==> config.mk <==
export PLATFORM = sky130hd
export DESIGN_NAME = ram_tick_gen
export DESIGN_NICKNAME = d
export VERILOG_FILES = /design/src/rtl/ram_tick_gen.sv
export SDC_FILE = /design/constraint.sdc
export NUM_CORES = 1
export LEC_CHECK = 0
export CORE_MARGIN = 5
export CORE_UTILIZATION = 52
export CTS_BUF_LIST = sky130_fd_sc_hd__clkbuf_16
export CTS_CLUSTER_SIZE = 10
export DETAILED_ROUTE_END_ITERATION = 8
export PLACE_DENSITY = 0.83
export SLEW_MARGIN = 20
export SYNTH_ARGS = -nofsm -noshare
export SYNTH_HDL_FRONTEND = slang
export SYNTH_SLANG_ARGS = --single-unit
==> constraint.sdc <==
create_clock -name ram_clk -period 2.45 [get_ports ram_clk]
set_input_delay 0.49 -clock ram_clk [delete_from_list [all_inputs] [get_ports ram_clk]]
set_output_delay 0.49 -clock ram_clk [all_outputs]
set_load 0.02 [all_outputs]
==> src/rtl/ram_tick_gen.sv <==
// ram_clk-domain reset stretcher, host_clk phase mirror and programmable PWM prescaler tick.
// The prescale value is loaded from the host domain through a toggle req/ack handshake.
module ram_tick_gen #(
   parameter int unsigned RST_STRETCH = 16,
   parameter int unsigned PRESC_W     = 16,
   parameter int unsigned PRESC_RST   = 119
) (
   input  logic               ram_clk,
   input  logic               sys_rst_l,
   input  logic               presc_req,
   input  logic [PRESC_W-1:0] presc_data,
   output logic               ram_rst_l,
   output logic               host_phase,
   output logic               pwm_tick,
   output logic               presc_ack,
   output logic [PRESC_W-1:0] presc_cur
);

   localparam logic [7:0]         STRETCH_MAX = 8'(RST_STRETCH - 1);
   localparam logic [PRESC_W-1:0] PRESC_INIT  = PRESC_W'(PRESC_RST);

   logic               rs1, rs2;
   logic [7:0]         stretch_cnt;
   logic               req_s1, req_s2, req_s3;
   logic               load;
   logic [PRESC_W-1:0] cnt;

   assign load = req_s2 ^ req_s3;

   // Reset synchroniser and stretch counter; ram_rst_l also serves as the prescaler run flag.
   always_ff @(posedge ram_clk or negedge sys_rst_l) begin
      if (!sys_rst_l) begin
         rs1         <= 1'b0;
         rs2         <= 1'b0;
         stretch_cnt <= 8'd0;
         ram_rst_l   <= 1'b0;
      end else begin
         rs1 <= 1'b1;
         rs2 <= rs1;
         if (rs2 && !ram_rst_l) begin
            if (stretch_cnt == STRETCH_MAX) begin
               ram_rst_l <= 1'b1;
            end else begin
               stretch_cnt <= stretch_cnt + 8'd1;
            end
         end
      end
   end

   always_ff @(posedge ram_clk or negedge sys_rst_l) begin
      if (!sys_rst_l) begin
         host_phase <= 1'b0;
      end else begin
         host_phase <= ~host_phase;
      end
   end

   always_ff @(posedge ram_clk or negedge sys_rst_l) begin
      if (!sys_rst_l) begin
         req_s1 <= 1'b0;
         req_s2 <= 1'b0;
         req_s3 <= 1'b0;
      end else begin
         req_s1 <= presc_req;
         req_s2 <= req_s1;
         req_s3 <= req_s2;
      end
   end

   // A load wins over terminal count so the new period starts cleanly without a stray tick.
   always_ff @(posedge ram_clk or negedge sys_rst_l) begin
      if (!sys_rst_l) begin
         presc_cur <= PRESC_INIT;
         cnt       <= PRESC_INIT;
         pwm_tick  <= 1'b0;
         presc_ack <= 1'b0;
      end else if (load) begin
         presc_cur <= presc_data;
         cnt       <= presc_data;
         pwm_tick  <= 1'b0;
         presc_ack <= ~presc_ack;
      end else if (!ram_rst_l) begin
         cnt      <= presc_cur;
         pwm_tick <= 1'b0;
      end else if (cnt == '0) begin
         cnt      <= presc_cur;
         pwm_tick <= 1'b1;
      end else begin
         cnt      <= cnt - 1'b1;
         pwm_tick <= 1'b0;
      end
   end

endmodule

==> out/qor.yml <==
placement:
  dp_cells: 302
  numPortBuffers: 38
  post_dp_cell_area_um2: 2720
  dpl.hpwl_um: 3540
  place_ws_ns: 0.572
  gp_congestion: 0.897
sta:
  hold_violations: 0
  drv_slew: 0
  layout_setup_ws_ns: 0.409
  tightestPinTransition_ns: 0.530
  maxSlewHeadroom: 0.646
  finalCritPeriodShare: 0.833
  min_period_ns: 2.04
  hold_ws_ns: 0.176
  clock_skew_ns: 0.00477
  final.setup.tns_ns: 0
  rsz0062_at_grt: "no"
  setup_viol: 0
  fmax_mhz: 490
critical_path:
  crit_buf_inv: 1
  end_kind: "output port"
  cp_top_family: "buffers and inverters"
  startpoint_type: "flop"
  cpMaxStageDelayCell: "clkdlybuf4s50_1"
  worstPathRequired_ns: 1.96
  crit_path_start: "ram_rst_l"
  worstPathMaxFanout: 13
  cp_data_arrival_time_ns: 1.55
  crit_chain: "clkdlybuf4s50_1"
  max_stage_delay_ns: 0.68
  reg2reg_from: "cnt[7]"
  crit_type: "flop to output port"
final_layout:
  nets: 279
  area_growth_pct: 29.1
  n_antenna_cell: 0
  finalInstanceArea_um2: 2910
  post-route-util: 0.678
  fin_cells: 310
  drive_above_1_share: 0.143
pwr:
  peakVddDrop_mv: 0.580
  p_leak_nw: 1.30
  p_total_mw: 3.15
  powerDensity_nw_per_um2: 1080
global_route:
  grt_overflow: 0
  grt_pass1_vias: 1718
  grt_use_total: 0.194
  grt_antenna_before_repair: 0
  grt_max_degree: 25
  grt_pass1_wl_um: 8230
cts:
  clk_pin_slew_worst_paths_ns: 0.06
  clock-sinks: 49
  ctsResizeCount: 0
  cts_tree: "yes"
  post_cts_buffers: 0
  hold_buffers: 0
  insertion_delay_ns: 0.29
  clock-root-buffer: "clkbuf_16"
  cts_made_buffers: 5
  htree_levels: 2
  clockBufferDepth: 2
drt:
  routed_via_density: 5.39
  detail_route.first_pass.iterations: 4
  routed_wl_um: 4820
  drtAntennaViolNets: 0
  drcViolationCount: 0
  drt_iter0_drc: 80
  wl_per_cell_um: 15.5
  vias: 1671
floorplan:
  start_util: 0.525
  dieArea_um2: 5750
  ios: 39
  fp.dieH_um: 75.8
  die_w_um: 75.8
  row_count: 24
  core_um2: 4290
synth:
  synth_cell_types: 43
  yosys_warnings: 0
  synth_seq_cells: 49
  synth_edf_count: 0
  synthArstFlopShare: 1.00
  ys_dominant_reg_cell: "dfrtp_1"
  syn_avg_cell_area_um2: 10.7
  syn-num-nets: 233
  synth_cells: 211
  ys_seq_area_frac: 0.550
  netlist_area_um2: 2250
run_status:
  status: "completed"
min_path:
  hold_path_class: "input port to async pin"
job:
  maxCapViolations: 0
## cells in the mapped netlist (2+ instances only)
master | number | area share
a2bb2oi_1 | 8 | 0.031
dfrtp_1 | 37 | 0.41
dfstp_2 | 12 | 0.14
nand4_1 | 4 | 0.011
and2_1 | 5 | 0.014
a21oi_1 | 4 | 0.0089
inv_1 | 7 | 0.012
nor2_1 | 8 | 0.013
a32oi_1 | 2 | 0.0078
xor2_1 | 14 | 0.054
buf_2 | 3 | 0.0067
ha_1 | 3 | 0.017
or4_1 | 2 | 0.0067
a221o_1 | 2 | 0.0089
nand3_1 | 6 | 0.013
nor4_1 | 4 | 0.011
xnor2_1 | 8 | 0.031
and3_1 | 4 | 0.011
clkbuf_1 | 4 | 0.0067
nand2_1 | 46 | 0.077
nor3_1 | 3 | 0.0067
o221ai_1 | 2 | 0.0078
a21o_1 | 3 | 0.010
## sequential cells by signal, indices dropped and copies added (netlist names)
name and count:
presc_cur 16, req_s1 1, ram_rst_l 1, cnt 16, req_s2 1, pwm_tick 1, stretch_cnt 8, rs1 1
req_s3 1, host_phase 1, presc_ack 1, rs2 1
## path summary, 6_finish.rpt
kind                       cells past startpoint        end  slack, ns
min in group ram_clk                           0        rs2       0.35
max in group asynchronous                      2     cnt[6]       1.61
setup / recovery                               1  ram_rst_l       0.41
hold / removal                                 1     cnt[9]       0.18
hold reg to reg                                0        rs2       0.35
setup reg to reg                               4     cnt[8]       0.54
## layer usage
metal | wire (µm) | up-vias | global-route usage
li1 | - | 827 | -
met1 | 2030 | 795 | 0.237
met2 | 2450 | 41 | 0.329
met3 | 266 | 8 | 0.0515
met4 | 71 | 0 | 0.0680
met5 | 0 | - | 0
## where the power goes
group | switching [mW] | internal [mW] | leakage, nW | total (mW)
sequential | 0.260 | 1.07 | 0.573 | 1.33
clock | 0.286 | 0.582 | 0.0938 | 0.869
combinational | 0.477 | 0.470 | 0.634 | 0.947
## logic make-up after synthesis
group / share of synthesized area
adder cells (fa/ha/maj): 0.0166
multiplexers: 0.00499
XOR/XNOR: 0.0855
AND/OR/NAND/NOR: 0.218
buffers and inverters: 0.0300
other: 0.00166
AO/OA/AOI/OAI: 0.0932
flip-flops: 0.550
## layout make-up
cell class	count	area, µm²
Clock buffer	5	125
Timing Repair Buffer	47	443
Sequential cell	49	1240
Clock inverter	3	65.1
Fill cell	333	1380
Tap cell	52	65.1
Inverter	7	26.3
Multi-Input combinational cell	147	946
## layout by cell type, fill, tap and decap left out, drive strengths merged, types with 2 or more instances in the layout
master	Yosys	layout
a32oi	2	2
bufinv	0	2
xor2	14	14
clkdlybuf4s50	0	37
nor4	6	6
xnor2	8	8
nor3	3	3
nor3b	2	2
inv	7	7
a2bb2oi	8	8
o221ai	2	2
dfrtp	37	37
and3	5	5
nor2b	2	2
a21oi	4	4
nand3	6	6
and2	5	5
nand2	46	46
dfstp	12	12
nand4	4	4
a221o	2	2
a21o	3	3
buf	4	10
clkbuf	4	5
ha	3	3
or4	2	2
nor2	8	8
No activity file was read; power rests on OpenSTA's default activity.
==> RTL edit 1, RTL diff (config.mk and constraints unchanged) <==
Register the output `pwm_tick` once more, with the module's reset; this adds one clock of latency there. The other outputs are not delayed to match.
--- a/src/rtl/ram_tick_gen.sv
+++ b/src/rtl/ram_tick_gen.sv
@@ -19,4 +19,6 @@
    localparam logic [7:0]         STRETCH_MAX = 8'(RST_STRETCH - 1);
    localparam logic [PRESC_W-1:0] PRESC_INIT  = PRESC_W'(PRESC_RST);
+
+   logic pwm_tick_s0;
 
    logic               rs1, rs2;
@@ -73,20 +75,28 @@
          presc_cur <= PRESC_INIT;
          cnt       <= PRESC_INIT;
-         pwm_tick  <= 1'b0;
+         pwm_tick_s0 <= 1'b0;
          presc_ack <= 1'b0;
       end else if (load) begin
          presc_cur <= presc_data;
          cnt       <= presc_data;
-         pwm_tick  <= 1'b0;
+         pwm_tick_s0 <= 1'b0;
          presc_ack <= ~presc_ack;
       end else if (!ram_rst_l) begin
          cnt      <= presc_cur;
-         pwm_tick <= 1'b0;
+         pwm_tick_s0 <= 1'b0;
       end else if (cnt == '0) begin
          cnt      <= presc_cur;
-         pwm_tick <= 1'b1;
+         pwm_tick_s0 <= 1'b1;
       end else begin
          cnt      <= cnt - 1'b1;
-         pwm_tick <= 1'b0;
+         pwm_tick_s0 <= 1'b0;
+      end
+   end
+
+   always_ff @(posedge ram_clk or negedge sys_rst_l) begin
+      if (!sys_rst_l) begin
+         pwm_tick <= '0;
+      end else begin
+         pwm_tick <= pwm_tick_s0;
       end
    end
Check against the original RTL: same outputs for any inputs over 10 cycles, from zero or initial values and one cycle with sys_rst_l low; that may be too few to reach the edited logic, so the function may still have changed.
==> RTL edit 1 against the original RTL <==
  * Utilization about the same
  * Worst setup slack got worse by 79 ps
  * Final area is essentially flat
  * Worst hold slack gained 130 ps
  * Combinational power is essentially flat
  * Sequential cell count rose by 1
  * Largest power group unchanged
  * Routed wire length shrank 0.29%
  * Total power grew 0.51%
  * Synthesized area increased by 1.1%
  * Count of clock-buffer cells in the layout did not move
==> RTL edit 1: results (changes against the original RTL) <==
Setup path
The peak per-stage delay on the critical path is 480 ps (was 680 ps). The maximum fanout along the worst path was 11 (was 13). The master of the slowest instance on the critical path is sky130_fd_sc_hd__nand4_1 (was sky130_fd_sc_hd__clkdlybuf4s50_1).

The family with the most delay on the worst path is simple AND/OR/NAND/NOR gates (was buffers and inverters).

Power
The standby leakage power was 1.298 nW (was 1.301 nW). The sequential group share of total power is 0.427 (was 0.423). The worst ir drop on vdd is 0.0006187 V (was 0.0005803 V). The relative contribution of the clock network to total power came to 0.273 (was 0.276). The net switching power of the design is 1.025 mW (was 1.023 mW).

Synth
The average size of a mapped cell was 10.75 um^2 (was 10.69 um^2). Leading post-synthesis cells by instance count: 46 x sky130_fd_sc_hd__nand2_1, 38 x sky130_fd_sc_hd__dfrtp_1, 14 x sky130_fd_sc_hd__xor2_1 (was 46 x sky130_fd_sc_hd__nand2_1, 37 x sky130_fd_sc_hd__dfrtp_1, 14 x sky130_fd_sc_hd__xor2_1). The mux cell area share after synthesis was 0.004940 (was 0.004994). The sequential area share after synthesis came to 0.5554 (was 0.5505). The compound-gate portion of the synthesized area is 0.09221 (was 0.09323).

The adder-cell area share of the yosys netlist is 0.01647 (was 0.01665). The net count after synthesis is 234 (was 233).

Layout
The area share of buffers outside the clock network is 0.1443 (was 0.1521). The number of nets in the final layout was 277 (was 279). The flip-flop and latch area is 0.001266 mm^2 (was 0.001241 mm^2). The number of non-clock buffers in the layout is 44 (was 47). The number of sequential cells in the layout is 50 (was 49).

Global route
The pin count of the biggest net entering global routing is 51 (was 25). The first-pass GRT wire length is 8307 um (was 8231 um). The met3 usage in global routing came to 0.05319 (was 0.05145).

Route
The routed wire length is 4803 um (was 4817 um). The total length of routed met3 wires is 276 um (was 266 um). The routed length on met1 is 2036 um (was 2027 um).

The average wire per standard cell is 15.59 um (was 15.54 um). The overall via count from detail_route is 1664 (was 1671). The DRC violation total after the first TritonRoute iteration is 169 (was 80).

Timing
The final hold slack is 301.2 ps (was 175.7 ps).

Placement
The placed wire-length estimate after detailed placement was 3339 um (was 3537 um). The placer congestion estimate is 0.8623 (was 0.8968). The placed standard-cell area is 0.002724 mm^2 (was 0.002721 mm^2).

Run status
Run status: completed (unchanged).
-- RTL edit 1: how the worst max path moves through the flow --
stage,from,to,slack [ps],cells after the start
final,cnt[7]$_DFF_PN0_,cnt[8]$_DFF_PN0_,330,4
after global routing,cnt[7]$_DFF_PN0_,cnt[8]$_DFF_PN0_,150,4
after CTS,cnt[0]$_DFF_PN1_,cnt[8]$_DFF_PN0_,350,6
after detailed placement,cnt[7]$_DFF_PN0_,cnt[8]$_DFF_PN0_,400,4
after global placement,cnt[7]$_DFF_PN0_,cnt[6]$_DFF_PN1_,510,4
after floorplan,cnt[0]$_DFF_PN1_,cnt[10]$_DFF_PN0_,740,6
-- RTL edit 1: kinds of logic (layout without fill, tap and decap cells) --
| family | count (synthesis) | in the layout |
|---|---|---|
| simple gates | 94 | 94 |
| fa+ha+maj | 3 | 3 |
| flops | 50 | 50 |
| other cells | 1 | 1 |
| compound gates | 26 | 26 |
| xor+xnor | 22 | 22 |
| mux | 1 | 1 |
| buf+inv | 15 | 59 |
==> RTL edit 2, RTL diff (same flow settings) <==
Made on the original files. Set the parameter `PRESC_W` to 32 (it was 16).
--- a/src/rtl/ram_tick_gen.sv
+++ b/src/rtl/ram_tick_gen.sv
@@ -3,5 +3,5 @@
 module ram_tick_gen #(
    parameter int unsigned RST_STRETCH = 16,
-   parameter int unsigned PRESC_W     = 16,
+   parameter int unsigned PRESC_W     = 32,
    parameter int unsigned PRESC_RST   = 119
 ) (
Interface: changed (resized presc_cur and presc_data); port bits go from 39 to 71. No check against the original RTL was run, so the function may have changed too.
==> RTL edit 2 against the original RTL <==
  * The run now ends with setup timing left
  * Clock skew is 0.62 ps higher
  * Synthesized area is 71% higher
  * Final area up 86%
  * Die area up 61%
  * Non-clock buffer count grew 63
  * Maximum frequency is 21% lower
  * Worst setup slack lost 540 ps
  * Total power rose by 68%
  * Critical path depth rose by 6
  * Sequential cell count up 32
  * Register-to-register slack worse by 670 ps
  * Routed wire length increased by 110%
  * Synthesized cell count up 76%
  * Critical endpoint is now cnt[18]$_DFF_PN0_
==> RTL edit 2: results (changes against the original RTL) <==
Global route
The overall track demand over capacity in global routing is 0.2193 (was 0.1938). The via count of the first global-routing pass came to 3313 (was 1718).

Setup path
The length in cells of the worst reg-to-reg path was 7 (was 4). The peak per-stage delay on the critical path is 550 ps (was 680 ps). The master of the slowest instance on the critical path is sky130_fd_sc_hd__or4_4 (was sky130_fd_sc_hd__clkdlybuf4s50_1). The maximum fanout along the worst path is 8 (was 13).

The family with the most delay on the worst path is simple AND/OR/NAND/NOR gates (was buffers and inverters).

Timing
The final worst setup slack is -128.1 ps (was 409.2 ps). The count of endpoints failing setup in the final report came to 29 (was 0).

Synth
The post-synthesis share of cell area spent on xor and xnor gates is 0.08169 (was 0.08546). The number of unique standard cell types used by synthesis is 49 (was 43). The compound-gate portion of the synthesized area is 0.1241 (was 0.09323). Top area cells in the synthesized netlist: sky130_fd_sc_hd__dfrtp_1 45%, sky130_fd_sc_hd__nand2_1 10%, sky130_fd_sc_hd__dfstp_2 8.2%, sky130_fd_sc_hd__xnor2_1 5.2%, sky130_fd_sc_hd__o221ai_2 5.1% (was sky130_fd_sc_hd__dfrtp_1 41%, sky130_fd_sc_hd__dfstp_2 14%, sky130_fd_sc_hd__nand2_1 7.7%, sky130_fd_sc_hd__xor2_1 5.4%, sky130_fd_sc_hd__a2bb2oi_1 3.1%). The mux cell area share after synthesis came to 0.005835 (was 0.004994). Leading post-synthesis cells by instance count: 103 x sky130_fd_sc_hd__nand2_1, 69 x sky130_fd_sc_hd__dfrtp_1, 23 x sky130_fd_sc_hd__xnor2_1 (was 46 x sky130_fd_sc_hd__nand2_1, 37 x sky130_fd_sc_hd__dfrtp_1, 14 x sky130_fd_sc_hd__xor2_1). The sequential area share after synthesis was 0.5290 (was 0.5505).

Route
The routed length on met1 is 4169 um (was 2027 um). The average wire per standard cell is 17.21 um (was 15.54 um). The total length of routed met2 wires is 5118 um (was 2452 um).

Layout
The number of nets in the final layout was 514 (was 279). Largest registers: cnt: 32 flops, presc_cur: 32 flops, stretch_cnt: 8 flops (was cnt: 16 flops, presc_cur: 16 flops, stretch_cnt: 8 flops).

Placement
The placed wire-length estimate after detailed placement is 6517 um (was 3537 um). The count of port buffers added during placement is 70 (was 38).

Clocking
The clock latency on the worst-skew pair is 330 ps (was 290 ps). The number of H-tree levels came to 3 (was 2).

Run status
Run status: finished with violations (was completed). The checks that failed: setup timing.

Power
The worst ir drop on vdd is 0.0006961 V (was 0.0005803 V).
[RTL edit 2: changes by cell type in the layout (fill, tap and decap cells not counted), moves of 10 or more]
cell	before	now
sky130_fd_sc_hd__nor3_1	3	13
sky130_fd_sc_hd__o221ai_2	0	12
sky130_fd_sc_hd__xnor2_1	8	22
sky130_fd_sc_hd__buf_4	9	31
sky130_fd_sc_hd__nand2_1	46	103
sky130_fd_sc_hd__clkdlybuf4s50_1	37	69
sky130_fd_sc_hd__dfrtp_1	37	69
[RTL edit 2: power breakdown]
group,leakage [nW],internal [mW],total [mW],switching [mW]
clock network,0.147,0.772,1.28,0.503
registers,0.963,1.68,1.97,0.296
logic,1.24,1.03,2.05,1.02
[RTL edit 2: final cells by class]
class,count,area [um^2]
Sequential cell,81,2042
Multi-Input combinational cell,271,1842
Fill cell,484,1828
Timing Repair Buffer,110,1124
Clock buffer,9,225.2
Tap cell,99,123.9
Clock inverter,7,57.56
Inverter,3,11.26
[RTL edit 2: timing repair]
action                     in CTS  in global routing
setup endpoints to repair      32                 32
buffers inserted                1                  4
gates resized for setup         4                 12
cloned                          1                  2
hold buffers                    0                  0
pin swaps                       5                  5
[RTL edit 2: worst max path at each step]
stage | to | cells after the start | start
floorplan | cnt[31]$_DFF_PN0_ | 7 | cnt[18]$_DFF_PN0_
detailed placement | cnt[31]$_DFF_PN0_ | 6 | cnt[18]$_DFF_PN0_
global route | cnt[9]$_DFF_PN0_ | 6 | cnt[18]$_DFF_PN0_
global placement | cnt[31]$_DFF_PN0_ | 6 | cnt[18]$_DFF_PN0_
CTS | cnt[8]$_DFF_PN0_ | 7 | cnt[18]$_DFF_PN0_
finish | cnt[18]$_DFF_PN0_ | 7 | cnt[18]$_DFF_PN0_
[RTL edit 2: cells by family (layout without fill, tap and decap cells)]
| logic type | Yosys count | in the layout |
|---|---|---|
| DFF | 81 | 81 |
| adders and majority gates | 3 | 3 |
| other | 1 | 1 |
| buffers and inverters | 20 | 129 |
| and+or+nand+nor | 180 | 180 |
| xor gates and xnor gates | 36 | 36 |
| muxes | 2 | 2 |
| AOI/OAI and AO/OA | 49 | 49 |
[RTL edit 2: per-layer routing]
metal,vias to the layer above,track usage
met5,-,0
met4,0,0.09597
met3,21,0.04066
met2,97,0.3646
met1,1600,0.2784
li1,1500,-
[RTL edit 2: metrics by stage]
stage | area (um^2) | util | instances | setup TNS [ps] | worst slack, ps
finish | 5425 | 0.7480 | 580 | -2402 | -128.1
global route | 5425 | 0.7480 | 580 | -4110 | -191.2
CTS | 5280 | 0.7280 | 574 | -1328 | -72.87
detailed placement | 4938 | 0.6809 | 556 | -2999 | -219.4
global placement | 4938 | 0.6809 | 556 | -1472 | -143.7
floorplan | 3924 | - | 372 | -3934 | -230.8
